===== config.mk =====
export PLATFORM = sky130hd
export DESIGN_NAME = id_ex_stage
export DESIGN_NICKNAME = d
export VERILOG_FILES = /design/src/rtl/id_ex_stage.sv
export SDC_FILE = /design/constraint.sdc
export NUM_CORES = 1
export LEC_CHECK = 0
export CAP_MARGIN = 25
export CORE_AREA = 2 2 142 144
export CTS_BUF_LIST = sky130_fd_sc_hd__clkbuf_8 sky130_fd_sc_hd__clkbuf_16
export DETAILED_ROUTE_END_ITERATION = 8
export DIE_AREA = 0 0 144 146
export DONT_BUFFER_PORTS = 1
export MAX_ROUTING_LAYER = met4
export PLACE_DENSITY = 0.72
export SLEW_MARGIN = 30
export SYNTH_ARGS = -nofsm -noshare
export SYNTH_HDL_FRONTEND = slang
export SYNTH_SLANG_ARGS = --single-unit

===== constraint.sdc =====
create_clock -name clk -period 2.4 [get_ports clk]
set_clock_uncertainty 0.05 [all_clocks]
set_input_delay 0.48 -clock clk [delete_from_list [all_inputs] [get_ports clk]]
set_output_delay 0.48 -clock clk [all_outputs]
set_load 0.01 [all_outputs]

===== src/rtl/id_ex_stage.sv =====
// ID/EX pipeline register feeding the ALU: captures decoded fields with MEM/WB
// forwarding, and re-snoops the forwarding buses while stalled.
module id_ex_stage #(
    parameter int XLEN       = 32,
    parameter int REG_ADDR_W = 5
) (
    input  logic                  clk,
    input  logic                  rst_n,
    input  logic                  in_valid,
    output logic                  in_ready,
    input  logic [XLEN-1:0]       in_pc,
    input  logic [REG_ADDR_W-1:0] in_rs1,
    input  logic [REG_ADDR_W-1:0] in_rs2,
    input  logic [REG_ADDR_W-1:0] in_rd,
    input  logic [XLEN-1:0]       in_rs1_data,
    input  logic [XLEN-1:0]       in_rs2_data,
    input  logic [XLEN-1:0]       in_imm,
    input  logic                  in_op1_sel,
    input  logic                  in_op2_sel,
    input  logic [3:0]            in_alu_control,
    input  logic                  in_reg_write,
    input  logic                  flush,
    input  logic                  fwd_mem_valid,
    input  logic [REG_ADDR_W-1:0] fwd_mem_rd,
    input  logic [XLEN-1:0]       fwd_mem_data,
    input  logic                  fwd_wb_valid,
    input  logic [REG_ADDR_W-1:0] fwd_wb_rd,
    input  logic [XLEN-1:0]       fwd_wb_data,
    output logic                  out_valid,
    input  logic                  out_ready,
    output logic [XLEN-1:0]       operand1,
    output logic [XLEN-1:0]       operand2,
    output logic [3:0]            alu_control,
    output logic [XLEN-1:0]       out_rs2_value,
    output logic [REG_ADDR_W-1:0] out_rd,
    output logic                  out_reg_write,
    output logic [XLEN-1:0]       out_pc
);

    logic                  valid_q;
    logic [REG_ADDR_W-1:0] rs1_q, rs2_q, rd_q;
    logic                  sel1_q, sel2_q, reg_write_q;
    logic [XLEN-1:0]       pc_q, op1_q, op2_q, rs2v_q;
    logic [3:0]            alu_q;

    logic                  capture, hold;
    logic [XLEN-1:0]       cap_rs1, cap_rs2, snp_rs1, snp_rs2;

    // MEM beats WB; x0 is hardwired and never forwarded.
    function automatic logic [XLEN-1:0] fwd_pick(
        input logic [REG_ADDR_W-1:0] rs,
        input logic [XLEN-1:0]       base,
        input logic                  mem_v,
        input logic [REG_ADDR_W-1:0] mem_rd,
        input logic [XLEN-1:0]       mem_d,
        input logic                  wb_v,
        input logic [REG_ADDR_W-1:0] wb_rd,
        input logic [XLEN-1:0]       wb_d
    );
        if (rs != '0 && mem_v && mem_rd == rs)
            return mem_d;
        else if (rs != '0 && wb_v && wb_rd == rs)
            return wb_d;
        else
            return base;
    endfunction

    assign in_ready = !valid_q || out_ready || flush;
    assign capture  = in_valid && in_ready && !flush;
    assign hold     = valid_q && !out_ready && !flush;

    always_comb begin
        cap_rs1 = fwd_pick(in_rs1, in_rs1_data, fwd_mem_valid, fwd_mem_rd, fwd_mem_data,
                           fwd_wb_valid, fwd_wb_rd, fwd_wb_data);
        cap_rs2 = fwd_pick(in_rs2, in_rs2_data, fwd_mem_valid, fwd_mem_rd, fwd_mem_data,
                           fwd_wb_valid, fwd_wb_rd, fwd_wb_data);
        // While stalled, operand1 (when sel=0) and rs2v_q hold the register values.
        snp_rs1 = fwd_pick(rs1_q, op1_q, fwd_mem_valid, fwd_mem_rd, fwd_mem_data,
                           fwd_wb_valid, fwd_wb_rd, fwd_wb_data);
        snp_rs2 = fwd_pick(rs2_q, rs2v_q, fwd_mem_valid, fwd_mem_rd, fwd_mem_data,
                           fwd_wb_valid, fwd_wb_rd, fwd_wb_data);
    end

    always_ff @(posedge clk or negedge rst_n) begin
        if (!rst_n) begin
            valid_q     <= 1'b0;
            rs1_q       <= '0;
            rs2_q       <= '0;
            rd_q        <= '0;
            sel1_q      <= 1'b0;
            sel2_q      <= 1'b0;
            reg_write_q <= 1'b0;
            pc_q        <= '0;
            op1_q       <= '0;
            op2_q       <= '0;
            rs2v_q      <= '0;
            alu_q       <= '0;
        end else begin
            if (flush)
                valid_q <= 1'b0;
            else if (capture)
                valid_q <= 1'b1;
            else if (valid_q && out_ready)
                valid_q <= 1'b0;

            if (capture) begin
                rs1_q       <= in_rs1;
                rs2_q       <= in_rs2;
                rd_q        <= in_rd;
                sel1_q      <= in_op1_sel;
                sel2_q      <= in_op2_sel;
                reg_write_q <= in_reg_write;
                pc_q        <= in_pc;
                alu_q       <= in_alu_control;
                op1_q       <= in_op1_sel ? in_pc : cap_rs1;
                op2_q       <= in_op2_sel ? in_imm : cap_rs2;
                rs2v_q      <= cap_rs2;
            end else if (hold) begin
                if (!sel1_q) op1_q <= snp_rs1;
                if (!sel2_q) op2_q <= snp_rs2;
                rs2v_q <= snp_rs2;
            end
        end
    end

    assign out_valid     = valid_q;
    assign operand1      = op1_q;
    assign operand2      = op2_q;
    assign alu_control   = alu_q;
    assign out_rs2_value = rs2v_q;
    assign out_rd        = rd_q;
    assign out_reg_write = reg_write_q && valid_q;
    assign out_pc        = pc_q;

endmodule


==> summary.txt, run 1 <==
Global routing
  – Gr usage total: 37.10%
  – Largest net degree at the start of global routing: 152
  – Grt ovf: 0
  – First-pass GRT wire length: 58290 um
  – Via count of the first global-routing pass: 10.01k
  – Antenna violations before repair: 0

Worst setup path
  – Critical Setup Path Class: in2reg
  – Reg2reg path depth: 7
  – Reg-to-Reg Start: rs1_q[1]
  – Max stage delay on crit path: 0.92 ns
  – Crit. End Element: flop
  – Startpoint Class: input pin
  – Critical-path top delay cell: nor2b_2
  – CP top delay family: simple AND/OR/NAND/NOR gates
  – RR Endpoint: operand1[10]
  – Worst R2R Setup Slack: 0.07 ns
  – CP Data Required Time: 2.72 ns
  – Data arrival, critical path: 2.75 ns
  – Crit path buffers/inverters: 1
  – Worst-path cell chain: xor2_1 > nor4_1 > buf_4 > nor2b_2 > a221oi_1 > o21ai_0 > o2111a_1
  – Crit Path Max Fanout: 16

Clocking
  – CTS clock-pin slew for the worst setup and hold paths: 0.07 ns
  – Max H-tree Level: 4
  – Post-CTS setup repair buffer count: 0
  – Num CTS Buffers: 17
  – Root buffer cell: clkbuf_16
  – Sink Count: 151
  – Clk_lat worst skew: 0.43 ns
  – CTS tree: built
  – CTS Buffer Depth: 2

STA
  – Slew Limit Fails: 0
  – Final period utilization: 101.1%
  – Unrepaired setup endpoints after global routing: yes
  – Relative slew slack: 23.46%
  – Fin Setup TNS: -0.02705 ns
  – Worst hold slack: -0.3102 ns
  – Hold Violations, Final: 151
  – Measured slew at the worst slew-check pin: 1.143 ns
  – Finish-stage setup viols: 2
  – Minimum clock period: 2.426 ns
  – Fmax: 412.3 MHz
  – Setup WS post-layout: -0.02555 ns

Layout
  – Layout cells sized above 1: 12.08%
  – Area Overhead vs Synth: 11.32%
  – Final nets: 1410
  – Diodes inserted: 0
  – Post-route cell area: 10750 um^2
  – Util after Layout: 55.60%

Synthesis
  – Mapped Nets: 1453
  – Post-synth top area share: 39.13%
  – Most common cell in the synthesized netlist: nand2_1
  – Top post-synthesis cells by area: dfrtp_1, nand2_1, nor2_1
  – Synthesized flop and latch total: 151
  – Top cell types by occurrence after synthesis: nand2_1, dfrtp_1, nor2_1, o21ai_0, clkbuf_1
  – Syn Std Cell Area: 9657 um^2
  – Ys Warns: 0
  – Ys async rst share: 100.0%
  – Area leader, netlist: dfrtp_1
  – Post-synth EDFFs: 0
  – Cells after Synth: 1222
  – Post-synthesis sequential area ratio: 39.13%
  – Synth cell types: 42
  – Most common flop cell mapped by yosys: dfrtp_1
  – Mean Syn Cell Area: 7.902 um^2

Pwr
  – Gate power share: 18.0%
  – NetSw: 2523 uW
  – Sequential share of power: 47.7%
  – Switch share: 32.88%
  – Clock power share: 34.3%
  – Pwr Density: 713.8 nW/um^2
  – Pleak: 0.004477 uW
  – VDD IR max: 471.2 uV
  – Internal power: 5150 uW

Routing
  – DR vias: 9978
  – DRT iter0 DRCs: 1059
  – Number of vias per cell: 6.848
  – Total wire length: 38700 um
  – WL/cell: 26.56 um
  – Drt drc: 0
  – Detail Route Antenna Nets: 0
  – Drt pass-1 iters: 6

Floorplanning
  – IO Pins: 371
  – Die X: 144 um
  – Core ar.: 19330 um^2
  – Chip height: 146 um
  – Die area: 21020 um^2
  – Initial Utilization: 49.94%
  – Row Count: 51

Outcome
  – Outcome: finished, violations left
  – Failing checks: hold timing, setup timing

Place
  – Post-DP Area: 10120 um^2
  – I/O Buffers: 0
  – HPWL Detailed: 26030 um
  – Final Wtd Congestion: 0.9697
  – Pre-CTS WS: -0.2529 ns

Run
  – # Max-Cap Violations: 0

Worst hold path
  – Hold crit path type: in2async
==> power groups by stage <==
stage	combinational, uW	sequential (uW)	clock (uW)
after global placement	1290	3690	0
after global routing	1530	3710	2770
after detailed placement	1340	3690	0
final	1380	3660	2640
after floorplan	1070	3520	0
after CTS	1340	3650	2650
==> kinds of logic after synthesis <==
group	Yosys count	synth area share (%)
flip-flops	151	39.13
buffers and inverters	111	5.196
XOR/XNOR	40	3.628
AND/OR/NAND/NOR	594	26.22
AO/OA/AOI/OAI	326	25.82
==> placed cells by master, fill, tap and decap left out, types with 10 or more instances in the layout <==
cell       count
nor2_1       133
or2_2         33
buf_12        15
a221oi_1      32
a22o_1        24
xnor2_1       26
o2111a_1      32
dfrtp_1      147
xor2_1        13
nor3_1        32
clkbuf_16     17
a31oi_1       48
buf_4         26
o21ai_0       90
a221o_1       48
nand2b_1      25
o211ai_1      10
nand2_1      330
==> routing by layer <==
metal	part of all wire (%)	GRT usage, %	up-vias	wire, um
met5	0	-	-	0
met4	4.5	18.33	0	1753
met3	14	12.11	158	5405
met2	45	56.02	847	17600
met1	36	44.36	4707	13940
li1	-	-	4266	-
==> cell type report <==
cell class / instances / area, um^2
Inverter: 2 / 7.507
Clock buffer: 18 / 439.2
Sequential cell: 151 / 3784
Clock inverter: 14 / 126.4
Tap cell: 265 / 331.6
Timing Repair Buffer: 46 / 568.0
Multi-Input combinational cell: 961 / 5494
Fill cell: 1755 / 8584
==> sequential cells by signal (all words and copies together) (netlist names) <==
register / flops
sel2_q: 1
out_pc: 32
operand2: 32
rs2_q: 5
out_valid: 1
sel1_q: 1
reg_write_q: 1
alu_control: 4
out_rs2_value: 32
out_rd: 5
operand1: 32
rs1_q: 5
==> through the flow <==
step                      hold slack, ns  instances  total power, uW
after global placement            0.1370       1423             4979
final                            -0.3102       1457             7673
after floorplan                   0.1344       1222             4590
after global routing             -0.3229       1457             8006
after detailed placement          0.1363       1423             5029
after CTS                        -0.3206       1455             7639
==> how the worst max path moves through the flow <==
stage | start | endpoint | slack, ns | depth (start not counted)
after floorplan | fwd_mem_rd[1] | operand2[28] | 0.14 | 9
after global placement | in_rs1[4] | operand1[18] | -0.21 | 7
after detailed placement | in_rs1[4] | operand1[24] | -0.25 | 7
after CTS | out_valid | in_ready | 0.02 | 4
after global routing | in_rs1[4] | operand1[1] | -0.01 | 7
final | in_rs1[4] | operand1[23] | -0.03 | 7
==> worst register-to-register path: stages (launching register included) <==
cell and delay, ns:
dfrtp_1 0.43, or4_1 0.56, o211ai_1 0.25, or2_4 0.19, nand2_1 0.05, a21o_1 0.20, buf_6 0.19, o2111a_1 0.28
==> timing repair <==
action	in CTS	in global routing
setup endpoints to repair	0	79
gates resized for setup	0	13
endpoints found under the hold margin	151	151
(Power assumes the default switching activity.)
==> run 2, diff against run 1 <==
--- a/config.mk
+++ b/config.mk
@@ -6,13 +6,13 @@
 export NUM_CORES = 1
 export LEC_CHECK = 0
 export CAP_MARGIN = 25
-export CORE_AREA = 2 2 142 144
+export CORE_AREA = 2 2 150 152
 export CTS_BUF_LIST = sky130_fd_sc_hd__clkbuf_8 sky130_fd_sc_hd__clkbuf_16
 export DETAILED_ROUTE_END_ITERATION = 8
-export DIE_AREA = 0 0 144 146
+export DIE_AREA = 0 0 152 154
 export DONT_BUFFER_PORTS = 1
 export MAX_ROUTING_LAYER = met4
-export PLACE_DENSITY = 0.72
+export PLACE_DENSITY = 0.66
 export SLEW_MARGIN = 30
 export SYNTH_ARGS = -nofsm -noshare
 export SYNTH_HDL_FRONTEND = slang
==> summary.txt, run 2 (same netlist as run 1, synthesis figures left out) <==
Outcome
  – Outcome: finished, violations left (unchanged)
  – Failing checks: hold timing (was hold timing, setup timing)

Layout
  – Final nets: 1427 (was 1410)
  – Util after Layout: 50.29% (was 55.60%)
  – Number of fill cells in the layout: 2070 (was 1755)
  – Non-Filler Instances: 1489 (was 1457)
  – Most frequent cells in the layout: nand2_1, dfrtp_1, nor2_1 (unchanged)
  – Diodes inserted: 0 (unchanged)
  – Most common cell after layout, fill and taps aside: nand2_1 (unchanged)
  – Area Overhead vs Synth: 12.94% (was 11.32%)
  – Layout cells sized above 1: 12.99% (was 12.08%)

Global routing
  – Antenna violations before repair: 1 (was 0)
  – Gr usage total: 33.51% (was 37.10%)
  – Largest net degree at the start of global routing: 152 (unchanged)
  – Via count of the first global-routing pass: 9816 (was 10.01k)
  – Grt ovf: 0 (unchanged)
  – First-pass GRT wire length: 58980 um (was 58290 um)

STA
  – Unrepaired setup endpoints after global routing: no (was yes)
  – Minimum clock period: 2.281 ns (was 2.426 ns)
  – Relative slew slack: 40.26% (was 23.46%)
  – Measured slew at the worst slew-check pin: 0.8940 ns (was 1.143 ns)
  – Final period utilization: 95.06% (was 101.1%)
  – Fin Setup TNS: 0 ns (was -0.02705 ns)
  – Slew Limit Fails: 0 (unchanged)
  – Hold Violations, Final: 151 (unchanged)
  – Setup WS post-layout: 0.1186 ns (was -0.02555 ns)
  – Fmax: 438.3 MHz (was 412.3 MHz)
  – Worst hold slack: -0.3048 ns (was -0.3102 ns)
  – Finish-stage setup viols: 0 (was 2)

Floorplanning
  – IO Pins: 371 (unchanged)
  – Die X: 152 um (was 144 um)
  – Initial Utilization: 44.53% (was 49.94%)
  – Die area: 23410 um^2 (was 21020 um^2)
  – Row Count: 54 (was 51)
  – Chip height: 154 um (was 146 um)
  – Core ar.: 21690 um^2 (was 19330 um^2)

Clocking
  – Post-CTS setup repair buffer count: 0 (unchanged)
  – Num CTS Buffers: 17 (unchanged)
  – CTS tree: built (unchanged)
  – CTS clock-pin slew for the worst setup and hold paths: 0.07 ns (about the same)
  – Sink Count: 151 (unchanged)
  – Root buffer cell: clkbuf_16 (unchanged)
  – CTS Buffer Depth: 2 (unchanged)
  – Max H-tree Level: 4 (unchanged)
  – Clk_lat worst skew: 0.43 ns (about the same)

Routing
  – Detail Route Antenna Nets: 0 (unchanged)
  – DRT iter0 DRCs: 1038 (was 1059)
  – Total wire length: 39930 um (was 38700 um)
  – WL/cell: 26.82 um (was 26.56 um)
  – Drt drc: 0 (unchanged)
  – Drt pass-1 iters: 6 (unchanged)
  – Number of vias per cell: 6.653 (was 6.848)
  – DR vias: 9907 (was 9978)

Pwr
  – Gate power share: 18.5% (was 18.0%)
  – Pwr Density: 706.5 nW/um^2 (was 713.8 nW/um^2)
  – NetSw: 2552 uW (was 2523 uW)
  – VDD IR max: 345.5 uV (was 471.2 uV)
  – Pleak: 0.004571 uW (was 0.004477 uW)
  – Internal power: 5153 uW (was 5150 uW)
  – Sequential share of power: 47.4% (was 47.7%)
  – Switch share: 33.12% (was 32.88%)
  – Clock power share: 34.1% (was 34.3%)

Place
  – Pre-CTS WS: -0.04002 ns (was -0.2529 ns)
  – HPWL Detailed: 27160 um (was 26030 um)
  – Final Wtd Congestion: 0.9406 (was 0.9697)
  – I/O Buffers: 0 (unchanged)
  – Dpl cells: 1456 (was 1423)

Worst hold path
  – Hold crit path type: in2async (unchanged)

Run
  – # Max-Cap Violations: 0 (unchanged)

Worst setup path
  – CP Data Required Time: 2.66 ns (was 2.72 ns)
  – Startpoint Class: flop (was input pin)
  – Crit. End Element: flop (unchanged)
  – Crit Path Max Fanout: 14 (was 16)
  – Critical Setup Path Class: reg2reg (was in2reg)
  – Worst Setup EP: operand2[6] (was operand1[23])
  – Worst R2R Setup Slack: 0.12 ns (was 0.07 ns)
  – CP startpoint: rs2_q[1] (was in_rs1[4])
  – Reg2reg path depth: 8 (was 7)
  – Data arrival, critical path: 2.54 ns (was 2.75 ns)
  – RR Endpoint: operand2[6] (was operand1[10])
  – Reg-to-Reg Start: rs2_q[1] (was rs1_q[1])
run 2: changes by cell type in the layout (fill, tap and decap cells not counted), moves of 2 or more:
cell | previous run | this run
buf_4 | 26 | 43
buf_6 | 4 | 2
buf_12 | 15 | 17
clkinv_2 | 0 | 2
nor2b_2 | 2 | 0
dfrtp_1 | 147 | 151
dfrtp_2 | 4 | 0
run 2: per-stage QoR:
stage,instance area [um^2],power [uW]
6_report,10910,7705
2_1_floorplan,9657,4590
4_1_cts,10860,7682
5_1_grt,10910,8009
3_3_place_gp,10290,5035
3_5_place_dp,10290,5078
run 2: power by group through the flow:
stage | sequential (uW) | clock (uW) | combinational (uW)
after global placement | 3680 | 0 | 1360
after global routing | 3690 | 2740 | 1570
final | 3650 | 2630 | 1430
after detailed placement | 3680 | 0 | 1400
after floorplan | 3520 | 0 | 1070
after CTS | 3640 | 2640 | 1400
run 2: metal layers:
metal	vias to the layer above	part of all wire [%]	global-route usage, %
li1	4293	-	-
met1	4671	38	40.29
met2	796	46	51.89
met3	147	12	10.71
met4	0	4.0	14.51
met5	-	0	-
run 2: critical path: stages (launching register included):
cell and delay [ns]:
dfrtp_1 0.42, or4_4 0.56, o211ai_2 0.19, buf_4 0.15, nor4b_4 0.05, buf_6 0.18, nand2_1 0.08, a31oi_1 0.10
a221o_1 0.37
run 2: area by class of cell:
type / instances / area, um^2 / area share (%)
clock buffer: 17 / 425.4 / 3.900
multi-input combinational: 960 / 5490 / 50.34
inverter: 2 / 7.507 / 0.06883
sequential: 151 / 3779 / 34.64
tap: 280 / 350.3 / 3.212
timing repair buffer: 64 / 725.7 / 6.654
clock inverter: 15 / 128.9 / 1.182
run 2: worst min path at each step:
stage                     startpoint                end  slack, ns
final                          rst_n       operand2[19]      -0.30
after global routing           rst_n       operand2[19]      -0.33
after CTS                      rst_n       operand2[19]      -0.32
after detailed placement       rst_n       operand2[19]       0.14
after global placement         rst_n  out_rs2_value[19]       0.14
after floorplan                rst_n     alu_control[0]       0.13
run 2: what timing repair did:
action	4_1_cts	5_1_grt
gates resized for setup	2	7
endpoints found under the setup margin	1	59
cloned	0	1
pin swaps	0	0
endpoints found under the hold margin	151	151
